**config.mk**
```make
export PLATFORM = sky130hd
export DESIGN_NAME = scan_peak_detect_flat
export DESIGN_NICKNAME = d
export VERILOG_FILES = /design/src/rtl/scan_peak_detect_pkg.sv /design/src/rtl/scan_peak_detect_if.sv /design/src/rtl/scan_peak_detect_tracker.sv /design/src/rtl/scan_peak_detect.sv /design/src/flat_wrapper.sv
export SDC_FILE = /design/constraint.sdc
export NUM_CORES = 1
export LEC_CHECK = 0
export BUFFER_PORTS_ARGS = -buffer_cell sky130_fd_sc_hd__buf_2
export CAP_MARGIN = 20
export CORE_UTILIZATION = 30
export DETAILED_ROUTE_END_ITERATION = 8
export PLACE_DENSITY = 0.49
export REMOVE_ABC_BUFFERS = 1
export SETUP_SLACK_MARGIN = 0.5
export SYNTH_ARGS = -nofsm -noshare
export SYNTH_HDL_FRONTEND = slang
export SYNTH_SLANG_ARGS = --single-unit
export TNS_END_PERCENT = 20
```
**constraint.sdc**
```tcl
create_clock -name clk -period 4.9 [get_ports clk]
set_input_delay 0.735 -clock clk [delete_from_list [all_inputs] [get_ports clk]]
set_output_delay 0.735 -clock clk [all_outputs]
set_load 0.02 [all_outputs]
```
**src/rtl/scan_peak_detect_pkg.sv**
```systemverilog
// -----------------------------------------------------------------------------
// scan_pkg
// Shared definitions for the sweep-synchronous peak detector:
//   state_t      - detector FSM states (IDLE, ARMED, SCAN)
//   SWEEP_CNT_W  - width of the completed half-sweep counter
// -----------------------------------------------------------------------------
package scan_pkg;

    localparam int SWEEP_CNT_W = 16;

    typedef enum logic [1:0] {
        IDLE  = 2'd0,
        ARMED = 2'd1,
        SCAN  = 2'd2
    } state_t;

endpackage

```
**src/rtl/scan_peak_detect_if.sv**
```systemverilog
// -----------------------------------------------------------------------------
// scan_peak_detect_if
// Bundles the scanner-side inputs and result outputs of scan_peak_detect.
//   enable, ramp_value, trigger_low, trigger_hig, sig_in, threshold, timeout
//       : driven by the master (scanner / control side)
//   peak_val, peak_pos, peak_dir, peak_found, peak_valid, scan_timeout,
//   sweep_cnt
//       : driven by the slave (the detector)
// R must match the R parameter of the detector it is connected to.
// -----------------------------------------------------------------------------
interface scan_peak_detect_if #(
    parameter int R = 14
);
    import scan_pkg::*;

    logic                   enable;
    logic signed [R-1:0]    ramp_value;
    logic                   trigger_low;
    logic                   trigger_hig;
    logic signed [R-1:0]    sig_in;
    logic signed [R-1:0]    threshold;
    logic [31:0]            timeout;

    logic signed [R-1:0]    peak_val;
    logic signed [R-1:0]    peak_pos;
    logic                   peak_dir;
    logic                   peak_found;
    logic                   peak_valid;
    logic                   scan_timeout;
    logic [SWEEP_CNT_W-1:0] sweep_cnt;

    modport master (
        output enable, ramp_value, trigger_low, trigger_hig, sig_in,
               threshold, timeout,
        input  peak_val, peak_pos, peak_dir, peak_found, peak_valid,
               scan_timeout, sweep_cnt
    );

    modport slave (
        input  enable, ramp_value, trigger_low, trigger_hig, sig_in,
               threshold, timeout,
        output peak_val, peak_pos, peak_dir, peak_found, peak_valid,
               scan_timeout, sweep_cnt
    );

endinterface

```
**src/rtl/scan_peak_detect_tracker.sv**
```systemverilog
// -----------------------------------------------------------------------------
// peak_tracker
// Running maximum of a signed sample stream together with the position at
// which that maximum was first seen.
//   clk, rst   : clock, synchronous active-high reset
//   init       : load max/pos from this cycle's sample (segment start)
//   update     : fold this cycle's sample into the running maximum
//   sample     : signed sample value
//   pos_in     : position tag of the sample (ramp value)
//   max_out    : current maximum
//   pos_out    : position of the current maximum
// -----------------------------------------------------------------------------
module peak_tracker #(
    parameter int R = 14
) (
    input  logic                clk,
    input  logic                rst,
    input  logic                init,
    input  logic                update,
    input  logic signed [R-1:0] sample,
    input  logic signed [R-1:0] pos_in,
    output logic signed [R-1:0] max_out,
    output logic signed [R-1:0] pos_out
);

    logic signed [R-1:0] max_reg;
    logic signed [R-1:0] pos_reg;

    always_ff @(posedge clk) begin
        if (rst) begin
            max_reg <= '0;
            pos_reg <= '0;
        end else if (init) begin
            max_reg <= sample;
            pos_reg <= pos_in;
        end else if (update && (sample > max_reg)) begin
            // Strict compare: on equal values the earlier position is kept.
            max_reg <= sample;
            pos_reg <= pos_in;
        end
    end

    assign max_out = max_reg;
    assign pos_out = pos_reg;

endmodule

```
**src/rtl/scan_peak_detect.sv**
```systemverilog
// -----------------------------------------------------------------------------
// scan_peak_detect
// Sweep-synchronous peak detector. Between consecutive scanner triggers it
// tracks the maximum of sig_in and the ramp value where it occurred, and
// publishes one result per half-sweep.
//   clk, rst : clock, synchronous active-high reset
//   bus      : scan_peak_detect_if.slave
//              inputs  enable, ramp_value, trigger_low, trigger_hig, sig_in,
//                      threshold, timeout
//              outputs peak_val, peak_pos, peak_dir, peak_found,
//                      peak_valid (1-cycle), scan_timeout (1-cycle), sweep_cnt
// A trigger sample always opens the new segment; the closing segment never
// includes it. Simultaneous triggers are handled as trigger_low.
// -----------------------------------------------------------------------------
module scan_peak_detect
    import scan_pkg::*;
#(
    parameter int R = 14
) (
    input  logic               clk,
    input  logic               rst,
    scan_peak_detect_if.slave  bus
);

    state_t state_reg, state_next;

    logic                   trig;
    logic [31:0]            seg_cnt_reg;
    logic [31:0]            seg_cnt_inc;
    logic                   timeout_hit;

    // FSM output strobes
    logic                   trk_init;
    logic                   trk_update;
    logic                   seg_close;
    logic                   seg_expire;
    logic                   cnt_clear;
    logic                   cnt_step;

    logic                   dir_reg;
    logic signed [R-1:0]    trk_max;
    logic signed [R-1:0]    trk_pos;

    logic signed [R-1:0]    peak_val_reg;
    logic signed [R-1:0]    peak_pos_reg;
    logic                   peak_dir_reg;
    logic                   peak_found_reg;
    logic                   peak_valid_reg;
    logic                   scan_timeout_reg;
    logic [SWEEP_CNT_W-1:0] sweep_cnt_reg;

    assign trig        = bus.trigger_low | bus.trigger_hig;
    assign seg_cnt_inc = seg_cnt_reg + 32'd1;
    // The cycle whose increment brings the counter to timeout ends the segment.
    assign timeout_hit = (bus.timeout != 32'd0) && (seg_cnt_inc >= bus.timeout);

    // ---------------- state register ----------------
    always_ff @(posedge clk) begin
        if (rst) begin
            state_reg <= IDLE;
        end else begin
            state_reg <= state_next;
        end
    end

    // ---------------- next-state logic ----------------
    always_comb begin
        state_next = state_reg;
        if (!bus.enable) begin
            state_next = IDLE;
        end else begin
            case (state_reg)
                IDLE:    state_next = ARMED;
                ARMED:   if (trig) state_next = SCAN;
                SCAN: begin
                    if (trig)             state_next = SCAN;
                    else if (timeout_hit) state_next = ARMED;
                end
                default: state_next = IDLE;
            endcase
        end
    end

    // ---------------- output (strobe) logic ----------------
    always_comb begin
        trk_init   = 1'b0;
        trk_update = 1'b0;
        seg_close  = 1'b0;
        seg_expire = 1'b0;
        cnt_clear  = 1'b0;
        cnt_step   = 1'b0;
        if (bus.enable) begin
            case (state_reg)
                ARMED: begin
                    if (trig) begin
                        trk_init  = 1'b1;
                        cnt_clear = 1'b1;
                    end
                end
                SCAN: begin
                    if (trig) begin
                        seg_close = 1'b1;
                        trk_init  = 1'b1;
                        cnt_clear = 1'b1;
                    end else if (timeout_hit) begin
                        seg_expire = 1'b1;
                    end else begin
                        trk_update = 1'b1;
                        cnt_step   = 1'b1;
                    end
                end
                default: ;
            endcase
        end
    end

    // ---------------- segment counter and direction ----------------
    always_ff @(posedge clk) begin
        if (rst) begin
            seg_cnt_reg <= '0;
            dir_reg     <= 1'b0;
        end else begin
            if (cnt_clear) begin
                seg_cnt_reg <= '0;
            end else if (cnt_step) begin
                seg_cnt_reg <= seg_cnt_inc;
            end
            if (trk_init) begin
                // trigger_low wins when both triggers coincide
                dir_reg <= bus.trigger_low;
            end
        end
    end

    peak_tracker #(
        .R (R)
    ) u_tracker (
        .clk     (clk),
        .rst     (rst),
        .init    (trk_init),
        .update  (trk_update),
        .sample  (bus.sig_in),
        .pos_in  (bus.ramp_value),
        .max_out (trk_max),
        .pos_out (trk_pos)
    );

    // ---------------- result registers ----------------
    always_ff @(posedge clk) begin
        if (rst) begin
            peak_val_reg     <= '0;
            peak_pos_reg     <= '0;
            peak_dir_reg     <= 1'b0;
            peak_found_reg   <= 1'b0;
            peak_valid_reg   <= 1'b0;
            scan_timeout_reg <= 1'b0;
            sweep_cnt_reg    <= '0;
        end else begin
            peak_valid_reg   <= seg_close;
            scan_timeout_reg <= seg_expire;
            if (seg_close) begin
                peak_val_reg   <= trk_max;
                peak_pos_reg   <= trk_pos;
                peak_dir_reg   <= dir_reg;
                peak_found_reg <= (trk_max >= bus.threshold);
                sweep_cnt_reg  <= sweep_cnt_reg + 1'b1;
            end
        end
    end

    assign bus.peak_val     = peak_val_reg;
    assign bus.peak_pos     = peak_pos_reg;
    assign bus.peak_dir     = peak_dir_reg;
    assign bus.peak_found   = peak_found_reg;
    assign bus.peak_valid   = peak_valid_reg;
    assign bus.scan_timeout = scan_timeout_reg;
    assign bus.sweep_cnt    = sweep_cnt_reg;

endmodule

```
**src/flat_wrapper.sv**
```systemverilog
// flat-port wrapper written by rule: the top's interface ports become plain ports
module scan_peak_detect_flat import scan_pkg::*;
#(
    parameter int R = 14
)
  (clk, rst, bus_enable, bus_ramp_value, bus_trigger_low, bus_trigger_hig, bus_sig_in, bus_threshold, bus_timeout, bus_peak_val, bus_peak_pos, bus_peak_dir, bus_peak_found, bus_peak_valid, bus_scan_timeout, bus_sweep_cnt);
  scan_peak_detect_if #(.R(R)) bus_i ();
  input  logic clk;
  input  logic rst;
  input wire logic [$bits(bus_i.enable)-1:0] bus_enable;
  input wire logic [$bits(bus_i.ramp_value)-1:0] bus_ramp_value;
  input wire logic [$bits(bus_i.trigger_low)-1:0] bus_trigger_low;
  input wire logic [$bits(bus_i.trigger_hig)-1:0] bus_trigger_hig;
  input wire logic [$bits(bus_i.sig_in)-1:0] bus_sig_in;
  input wire logic [$bits(bus_i.threshold)-1:0] bus_threshold;
  input wire logic [$bits(bus_i.timeout)-1:0] bus_timeout;
  output wire logic [$bits(bus_i.peak_val)-1:0] bus_peak_val;
  output wire logic [$bits(bus_i.peak_pos)-1:0] bus_peak_pos;
  output wire logic [$bits(bus_i.peak_dir)-1:0] bus_peak_dir;
  output wire logic [$bits(bus_i.peak_found)-1:0] bus_peak_found;
  output wire logic [$bits(bus_i.peak_valid)-1:0] bus_peak_valid;
  output wire logic [$bits(bus_i.scan_timeout)-1:0] bus_scan_timeout;
  output wire logic [$bits(bus_i.sweep_cnt)-1:0] bus_sweep_cnt;
  assign bus_i.enable = bus_enable;
  assign bus_i.ramp_value = bus_ramp_value;
  assign bus_i.trigger_low = bus_trigger_low;
  assign bus_i.trigger_hig = bus_trigger_hig;
  assign bus_i.sig_in = bus_sig_in;
  assign bus_i.threshold = bus_threshold;
  assign bus_i.timeout = bus_timeout;
  assign bus_peak_val = bus_i.peak_val;
  assign bus_peak_pos = bus_i.peak_pos;
  assign bus_peak_dir = bus_i.peak_dir;
  assign bus_peak_found = bus_i.peak_found;
  assign bus_peak_valid = bus_i.peak_valid;
  assign bus_scan_timeout = bus_i.scan_timeout;
  assign bus_sweep_cnt = bus_i.sweep_cnt;
  scan_peak_detect #(.R(R)) u_core (.clk(clk), .rst(rst), .bus(bus_i));
endmodule
```
==> summary.txt, run 1 <==
Yosys
  • Post-synth EDFFs: 0
  • Post-synthesis sequential area ratio: 0.325
  • Share of the synthesized area in the top cell type: 0.325
  • Synth cell types: 55
  • Synth async-reset ratio: 0
  • Ys Warns: 0
  • Synthesized flop and latch total: 111
  • Area leader, netlist: dfxtp_1
  • Synth Flop Type: dfxtp_1
  • Largest cells by area after synthesis: dfxtp_1 (32%), ha_1 (12%), nand2_1 (5.5%)
  • Synth Cell Area: 6840 sq um
  • Synthesized instance count: 837
  • Avg Cell Area, Syn: 8.17 sq um

Worst setup path
  • Worst path top cell family by delay: simple AND/OR/NAND/NOR gates
  • RR Startpoint: u_core.seg_cnt_reg[0]
  • Setup crit end kind: register
  • Slowest CP cell: or4_1
  • Cell Chain, Critical Path: ha_1, and3_1, and4_1, and4_2, nand2_1, nor2_1, buf_4, xor2_1, ha_1, and4_1, a221oi_2, o22a_2, nand3_1, buf_4, or4_1, o21ai_0
  • Setup crit start: u_core.seg_cnt_reg[0]
  • WP data required: 5180 ps
  • Crit path kind: register to register
  • Largest fanout on the critical path: 15
  • Worst setup SP type: register
  • CP bufs+invs: 2
  • Worst path arrival time: 4430 ps
  • Slowest stage delay, CP: 470 ps

Placement
  • Detailed Place HPWL: 13000 microns
  • GPL Wtd Cong: 0.788
  • Port Buffers: 126

Route
  • Final ANT Viol Nets: 0
  • First DRT Iteration DRCs: 263
  • Drt total wl: 17500 microns
  • DRC errors left: 0
  • Via-to-Cell Ratio: 4.77
  • Drt pass-1 iters: 6
  • Routed len/inst: 14.1 microns
  • Routed vias: 5912

Clock network
  • Clock transition at path regs: 70 ps
  • CTS tree: yes
  • Clk Latency, worst-skew pair: 350 ps
  • Htree depth: 3
  • Clock Tree Buf Depth: 2
  • Num CTS Buffers: 9
  • Clk sinks: 111
  • Root Driver: clkbuf_16

Flow run
  • Max-cap violations: 0

Power
  • Sequential power share: 0.507
  • Comb pwr share: 0.104
  • Cell leakage power: 3.78 nW
  • Clock power share: 0.390
  • Power per Cell Area: 223 nW/um^2
  • Maximum vdd drop: 168 uV
  • Sw Share: 0.253
  • Total power draw: 1.82 mW
  • NetSw: 460 uW
  • Pint: 1.36 mW

Global routing
  • GRT overflow: 0
  • First-pass GRT wire length: 28700 microns
  • Vias in the first global route: 5680
  • Largest net degree at the start of global routing: 84
  • Initial antenna violation count: 1
  • GR Util All Layers: 0.152

Min path
  • Hold Startpoint: u_core.bus.peak_val[1]
  • HP Class: register to register

STA
  • Fin Clk Skew: 6.31 ps
  • Maximum operating frequency: 241 MHz
  • Worst slew pin tran: 718 ps
  • Max_slew headroom: 0.521
  • RSZ-0062 raised after global routing: true
  • Final setup TNS: 0 ps
  • Final setup fails: 0
  • Final Max Tran Viols: 0
  • Minimum clock period: 4140 ps
  • Tcrit/Tclk final: 0.846
  • Endpoints failing hold: 0

Floorplanning
  • Row cnt: 54
  • Core area: 22100 sq um
  • Die Span X: 153 microns
  • Initial Util: 0.309
  • Top Ports: 127
  • Die height: 153 microns
  • Die area: 23400 sq um

Finish
  • Layout cells sized above 1: 0.197
  • Area delta synth->final: 19.0%
  • Max reg flops: 32
  • Final #Nets: 1099

Outcome
  • Outcome: finished, final reports clean
[worst reg2reg max path, stage by stage, from the launching register on]
cell and delay (ps):
dfxtp_1 420, ha_1 250, and3_1 240, and4_1 240
and4_2 360, nand2_1 140, nor2_1 170, buf_4 150
xor2_1 170, ha_1 280, and4_1 240, a221oi_2 310
o22a_2 270, nand3_1 90, buf_4 190, or4_1 470
o21ai_0 80
[stage by stage]
stage,setup slack [ps],util,cell area (sq um),hold WS [ps],cells
floorplan,-952,-,6670,425,801
global placement,611,0.353,7800,441,1222
detailed placement,514,0.353,7800,444,1222
CTS,509,0.365,8070,454,1238
global route,485,0.368,8140,466,1239
finish,756,0.368,8140,454,1240
[repair_timing]
| action | CTS | global route |
|---|---|---|
| resized for setup | 0 | 10 |
| setup buffers | 0 | 0 |
| hold buffers | 0 | 0 |
| endpoints found under the setup margin | 0 | 60 |
[cell families after synthesis]
kind of cell | Yosys count | synth area share
simple gates | 342 | 0.262
fa+ha+maj | 66 | 0.121
compound gates | 130 | 0.118
xor+xnor | 51 | 0.0653
flops | 111 | 0.325
mux | 30 | 0.0439
buf+inv | 107 | 0.0642
[layer usage]
metal,part of all wire,routed length [microns],GRT usage,up-vias
met5,0,0,0,-
met4,0.0082,143,0.0375,0
met3,0.055,972,0.0420,9
met2,0.44,7780,0.250,107
met1,0.49,8620,0.197,2674
li1,-,-,-,3122
[synth_stat cells, types with 3 or more instances]
cell type,n
nor4_1,15
o211ai_1,3
clkbuf_1,20
dfxtp_1,111
buf_1,5
a31o_2,10
a21o_1,3
a31oi_1,4
xor2_1,26
nand3_1,28
mux2i_1,30
o21a_1,3
a211oi_1,4
buf_2,5
nor3_1,7
or2_2,5
nand2_1,101
a21oi_1,64
inv_1,71
or3_1,9
nand2b_1,60
nand4_1,22
and2_1,4
nor2b_1,5
and3_1,11
and4_1,10
o21ai_0,18
ha_1,66
xnor2_1,25
buf_6,3
nor2_1,55
o311ai_0,4
[path summary, 6_finish.rpt]
path                                                to  slack [ps]  depth (start not counted)
worst max-delay path            u_core.seg_cnt_reg[26]         760                         16
worst min-delay path            u_core.bus.peak_val[1]         450                          2
worst max register to register  u_core.seg_cnt_reg[26]         760                         16
worst min register to register  u_core.bus.peak_val[1]         450                          2
[power groups by stage]
stage | registers [mW] | clock network [mW] | logic, mW
floorplan | 0.941 | 0 | 0.104
global placement | 0.943 | 0 | 0.186
detailed placement | 0.943 | 0 | 0.188
CTS | 0.921 | 0.742 | 0.189
global route | 0.923 | 0.782 | 0.214
finish | 0.921 | 0.709 | 0.188
[cells in the final DEF, fill, tap and decap left out, drive strengths merged, types with 3 or more instances in the layout]
cell    instances
nor2b           5
a31oi           5
nor4           17
inv            71
nand4          24
a211oi          4
clkinv          4
o21ai          18
ha             66
o311ai          4
a21o            3
and4           10
and2            4
or2             5
xnor2          25
nand2         101
nor2           55
xor2           26
mux2i          30
a21oi          64
nor3            8
or3             9
clkbuf         13
nand2b         60
o211ai          3
o21a            3
buf           141
and3           11
nand3          29
a31o           10
dfxtp         111
[layout make-up]
class / count / area (sq um)
clock buffer: 12 / 246
fill: 2336 / 14000
sequential: 111 / 2220
timing repair buffer: 142 / 785
antenna: 1 / 2.50
tap: 280 / 350
inverter: 71 / 267
clock inverter: 4 / 31.3
multi-input combinational: 619 / 4230
(Power assumes the default switching activity.)
==> run 2, diff against run 1 <==
==> constraint.sdc (replaced) <==
create_clock -name clk -period 4.2 [get_ports clk]
set_input_delay 0.63 -clock clk [delete_from_list [all_inputs] [get_ports clk]]
set_output_delay 0.63 -clock clk [all_outputs]
set_load 0.02 [all_outputs]
==> summary.txt, run 2 (same netlist as run 1, synthesis figures left out) <==
Global routing
  • GR Util All Layers: 0.157
  • Met1 GRT Util: 0.199
  • Largest net degree at the start of global routing: 82
  • M3 GR Usage: 0.0403
  • GRT overflow: 0
  • Initial antenna violation count: 3
  • Vias in the first global route: 5933
  • Met2 usage: 0.263
  • First-pass GRT wire length: 29500 microns
  • Gr busiest metal: met2

Power
  • Maximum vdd drop: 187 uV
  • Power per Cell Area: 248 nW/um^2
  • Cell leakage power: 4.04 nW

Placement
  • GPL Wtd Cong: 0.826
  • Detailed Place HPWL: 13200 microns
  • Port Buffers: 126

Worst setup path
  • CP bufs+invs: 2
  • WP data required: 4440 ps
  • Worst path arrival time: 3880 ps
  • Slowest CP cell: dfxtp_2
  • Worst setup SP type: register
  • Slowest stage delay, CP: 370 ps
  • Setup crit end kind: register
  • Worst path top cell family by delay: simple AND/OR/NAND/NOR gates
  • Crit path top cell by count: and4_4
  • Largest fanout on the critical path: 6
  • Cell Chain, Critical Path: ha_4, and3_4, and4_4, and4_4, nand4_4, xnor2_1, ha_1, nand2_1, o21ai_0, a221oi_2, o22ai_2, nor3_4, a32oi_4, buf_6, clkbuf_16, mux2i_1
  • Crit path kind: register to register

Clock network
  • CTS Hold Buffers Added: 0
  • Root Driver: clkbuf_16
  • CTS tree: yes
  • Num CTS Buffers: 9
  • Clock transition at path regs: 70 ps
  • Htree depth: 3
  • Clock Tree Buf Depth: 2
  • Clk sinks: 111
  • Clk Latency, worst-skew pair: 350 ps

Finish
  • Post-Route Utilization: 0.393
  • Most frequent cells in the layout: buf_2 (126), nand2_1 (100), dfxtp_1 (96)
  • Layout cells sized above 1: 0.265
  • Max reg flops: 32
  • Filler cells: 2311
  • Final #Nets: 1134
  • Area delta synth->final: 27.1%
  • Commonest non-fill, non-tap cell in the layout: buf_2

Flow run
  • Max-cap violations: 0

Floorplanning
  • Die area: 23400 sq um
  • Core area: 22100 sq um
  • Die Span X: 153 microns
  • Top Ports: 127
  • Row cnt: 54
  • Initial Util: 0.309
  • Die height: 153 microns

STA
  • Max_slew headroom: 0.520
  • Final setup fails: 0
  • Minimum clock period: 3630 ps
  • Endpoints failing hold: 0
  • Hold slack: 453 ps
  • Maximum operating frequency: 275 MHz
  • Worst slew pin tran: 721 ps
  • Final Max Tran Viols: 0
  • Tcrit/Tclk final: 0.865
  • RSZ-0062 raised after global routing: true
  • Fin Clk Skew: 6.77 ps

Route
  • Drt pass-1 iters: 6
  • Final ANT Viol Nets: 0
  • DRC errors left: 0
  • Drt total wl: 18000 microns
  • Via-to-Cell Ratio: 4.74
  • Routed len/inst: 14.1 microns
  • Routed vias: 6047
  • First DRT Iteration DRCs: 187

Min path
  • HP Class: register to register

Outcome
  • Outcome: finished, final reports clean
## run 2: cell types whose count changed in the layout (fill, tap and decap cells not counted), sizes merged
cell / change
bufinv: +1
clkinv: -2
buf: +34
clkinvlp: +1
diode: +2
## run 2: report_power, final
group          total [mW]  leakage [nW]  switching (mW)  internal (mW)
logic               0.231          3.00           0.124          0.106
registers            1.07         0.904          0.0104           1.06
clock network       0.855         0.135           0.396          0.459
## run 2: cell type report
class,count,area [sq um],area share
Timing Repair Buffer,177,1110,0.127
Sequential cell,111,2240,0.258
Multi-Input combinational cell,619,4440,0.510
Clock buffer,11,233,0.0268
Clock inverter,4,47.5,0.00547
Inverter,71,267,0.0307
Tap cell,280,350,0.0403
Antenna cell,3,7.51,0.000864
## run 2: metal layers
metal,wire [microns],share of wire
met5,0,0
met4,210,0.012
met3,883,0.049
met2,8120,0.45
met1,8810,0.49
## run 2: metrics by stage
stage | total power, mW | TNS (ps) | instance area [sq um] | std cells | setup slack [ps]
6_report | 2.16 | 0 | 8690 | 1276 | 567
5_1_grt | 2.26 | 0 | 8690 | 1275 | 392
4_1_cts | 2.19 | 0 | 8470 | 1267 | 501
3_5_place_dp | 1.32 | 0 | 7900 | 1236 | 44.3
3_3_place_gp | 1.32 | 0 | 7900 | 1236 | 141
2_1_floorplan | 1.22 | -51310 | 6670 | 801 | -1650
## run 2: final timing paths
path                               start                           to  slack, ps  cells after the start
max                u_core.seg_cnt_reg[1]  u_core.u_tracker.pos_out[7]        570                     16
min          u_core.u_tracker.pos_out[2]       u_core.bus.peak_pos[2]        450                      2
max reg2reg        u_core.seg_cnt_reg[1]  u_core.u_tracker.pos_out[7]        570                     16
min reg2reg  u_core.u_tracker.pos_out[2]       u_core.bus.peak_pos[2]        450                      2
## run 2: repair_timing
item                       4_1_cts  5_1_grt
gates cloned                     1        2
setup buffers                   15        4
pin swaps                       18       17
hold endpoints to repair         0        0
setup endpoints to repair       62       59
gates resized for setup         39       35
## run 2: tightest hold or removal path: stages, from the launching register on
cell     delay [ps]
dfxtp_1         310
nand2_1          50
a21oi_1          50
==> run 3, diff against run 2 <==
--- a/config.mk
+++ b/config.mk
@@ -9,9 +9,10 @@
 export CAP_MARGIN = 20
 export CORE_UTILIZATION = 30
 export DETAILED_ROUTE_END_ITERATION = 8
-export PLACE_DENSITY = 0.49
+export PLACE_DENSITY = 0.45
 export REMOVE_ABC_BUFFERS = 1
 export SETUP_SLACK_MARGIN = 0.5
+export SKIP_LAST_GASP = 1
 export SYNTH_ARGS = -nofsm -noshare
 export SYNTH_HDL_FRONTEND = slang
 export SYNTH_SLANG_ARGS = --single-unit
==> summary.txt, run 3 (same netlist as run 1, synthesis figures left out) <==
Finish
  • Area delta synth->final: 27.6%
  • Most frequent cells in the layout: buf_2 (126), nand2_1 (100), dfxtp_1 (97)
  • Diode count: 0
  • Layout cells sized above 1: 0.261
  • Final #Nets: 1137
  • Post-route cell area: 8730 sq um
  • Max reg flops: 32
  • Finished Layout Cells: 1277
  • Commonest non-fill, non-tap cell in the layout: buf_2

Clock network
  • Clk sinks: 111
  • Num CTS Buffers: 9
  • Clock transition at path regs: 80 ps
  • Clock Tree Buf Depth: 2
  • CTS Hold Buffers Added: 0
  • Root Driver: clkbuf_16
  • Htree depth: 3
  • Clk Latency, worst-skew pair: 360 ps
  • CTS tree: yes

Worst setup path
  • RR Startpoint: u_core.seg_cnt_reg[9]
  • Crit path kind: register to register
  • Setup crit end kind: register
  • Slowest stage delay, CP: 380 ps
  • Worst path top cell family by delay: simple AND/OR/NAND/NOR gates
  • Worst R2R End: u_core.u_tracker.pos_out[0]
  • Worst setup SP type: register
  • CP bufs+invs: 4
  • Worst R2R Path Depth: 18
  • WP data required: 4450 ps
  • Largest fanout on the critical path: 8
  • FF-to-FF setup slack: 490 ps
  • Worst path arrival time: 3960 ps
  • Cell Chain, Critical Path: and4_1, and3_4, and3_1, nand3_1, nor2_1, xor2_1, ha_1, a21oi_1, o21ai_0, a221oi_1, buf_4, o22ai_2, nor3_4, buf_12, a32oi_4, buf_6, clkbuf_16, mux2i_1
  • Slowest CP cell: dfxtp_4

STA
  • Tcrit/Tclk final: 0.884
  • Final setup fails: 0
  • Final Max Tran Viols: 0
  • Hold slack: 450 ps
  • Maximum operating frequency: 269 MHz
  • Max_slew headroom: 0.343
  • RSZ-0062 raised after global routing: true
  • Fin Clk Skew: 11.1 ps
  • Minimum clock period: 3710 ps
  • Worst slew pin tran: 983 ps
  • Endpoints failing hold: 0

Placement
  • Detailed Place HPWL: 13600 microns
  • Dpl cells: 1240
  • GPL Wtd Cong: 0.752
  • Port Buffers: 126
  • DP Area: 7980 sq um

Floorplanning
  • Row cnt: 54
  • Core area: 22100 sq um
  • Initial Util: 0.309
  • Die Span X: 153 microns
  • Top Ports: 127
  • Die height: 153 microns
  • Die area: 23400 sq um

Route
  • Routed vias: 6135
  • Routed len/inst: 14.3 microns
  • DRC errors left: 0
  • Drt total wl: 18200 microns
  • Final ANT Viol Nets: 0
  • First DRT Iteration DRCs: 240
  • Drt pass-1 iters: 4
  • Via-to-Cell Ratio: 4.80

Power
  • Maximum vdd drop: 179 uV
  • Power per Cell Area: 263 nW/um^2
  • Cell leakage power: 4.07 nW

Min path
  • Hold path cells: 2
  • Worst Hold End: u_core.bus.peak_pos[3]
  • HP Class: register to register
  • Hold Startpoint: u_core.u_tracker.pos_out[3]

Global routing
  • Vias in the first global route: 5827
  • GR Util All Layers: 0.159
  • Initial antenna violation count: 0
  • First-pass GRT wire length: 30000 microns
  • Largest net degree at the start of global routing: 75
  • GRT overflow: 0

Flow run
  • Max-cap violations: 0

Outcome
  • Outcome: finished, final reports clean
-- run 3: cell count changes in the layout (fill, tap and decap cells not counted), sizes merged --
cell      before  now
bufinv         1    2
clkbuf        13   11
inv           71   74
clkinvlp       1    0
diode          3    0
clkinv         2    1
buf          175  179
-- run 3: worst reg2reg max path: stages (launching register included) --
cell       delay, ps
dfxtp_4          380
and4_1           220
and3_4           240
and3_1           180
nand3_1          130
nor2_1           210
xor2_1           280
ha_1             320
a21oi_1          120
o21ai_0          110
a221oi_1         290
buf_4            170
o22ai_2          100
nor3_4           190
buf_12           160
a32oi_4           80
buf_6            170
clkbuf_16        150
mux2i_1          110
-- run 3: worst max path at each step --
stage | depth (start not counted) | slack (ps) | start | endpoint
final | 18 | 490 | u_core.seg_cnt_reg[9] | u_core.u_tracker.pos_out[0]
after global routing | 18 | 250 | u_core.seg_cnt_reg[1] | u_core.u_tracker.max_out[11]
after CTS | 19 | 500 | u_core.seg_cnt_reg[0] | u_core.u_tracker.pos_out[7]
after detailed placement | 17 | 130 | u_core.seg_cnt_reg[1] | u_core.u_tracker.pos_out[12]
after global placement | 19 | 200 | u_core.seg_cnt_reg[1] | u_core.u_tracker.max_out[6]
after floorplan | 16 | -1650 | u_core.seg_cnt_reg[0] | u_core.u_tracker.max_out[0]
-- run 3: layer usage --
layer	vias up	track usage	part of all wire
met2	114	0.263	0.46
met5	-	0	0
met3	16	0.0281	0.043
met4	0	0.0438	0.011
met1	2804	0.213	0.49
li1	3201	-	-
-- run 3: cell type report --
type	instances	area (sq um)
fill	2313	13400
clock buffer	10	239
tap	280	350
clock inverter	6	100
inverter	71	267
timing repair buffer	180	1140
multi-input combinational	619	4390
sequential	111	2250
-- run 3: power breakdown --
group | total (mW) | switching, mW | internal [mW]
Clock | 0.988 | 0.436 | 0.552
Sequential | 1.07 | 0.0111 | 1.06
Combinational | 0.233 | 0.124 | 0.109
-- run 3: through the flow --
stage	setup WS (ps)	util	TNS (ps)	total power [mW]
2_1_floorplan	-1650	-	-51310	1.22
3_5_place_dp	126	0.361	0	1.32
4_1_cts	500	0.391	0	2.33
5_1_grt	251	0.395	0	2.41
3_3_place_gp	195	0.361	0	1.32
6_report	486	0.395	0	2.29
-- run 3: timing repair --
action                                 in CTS  in global routing
pin swaps                                  15                  1
setup buffers                              13                  6
setup endpoints to repair                  60                 59
gates cloned                                1                  1
gates resized for setup                    52                  6
endpoints found under the hold margin       0                  0
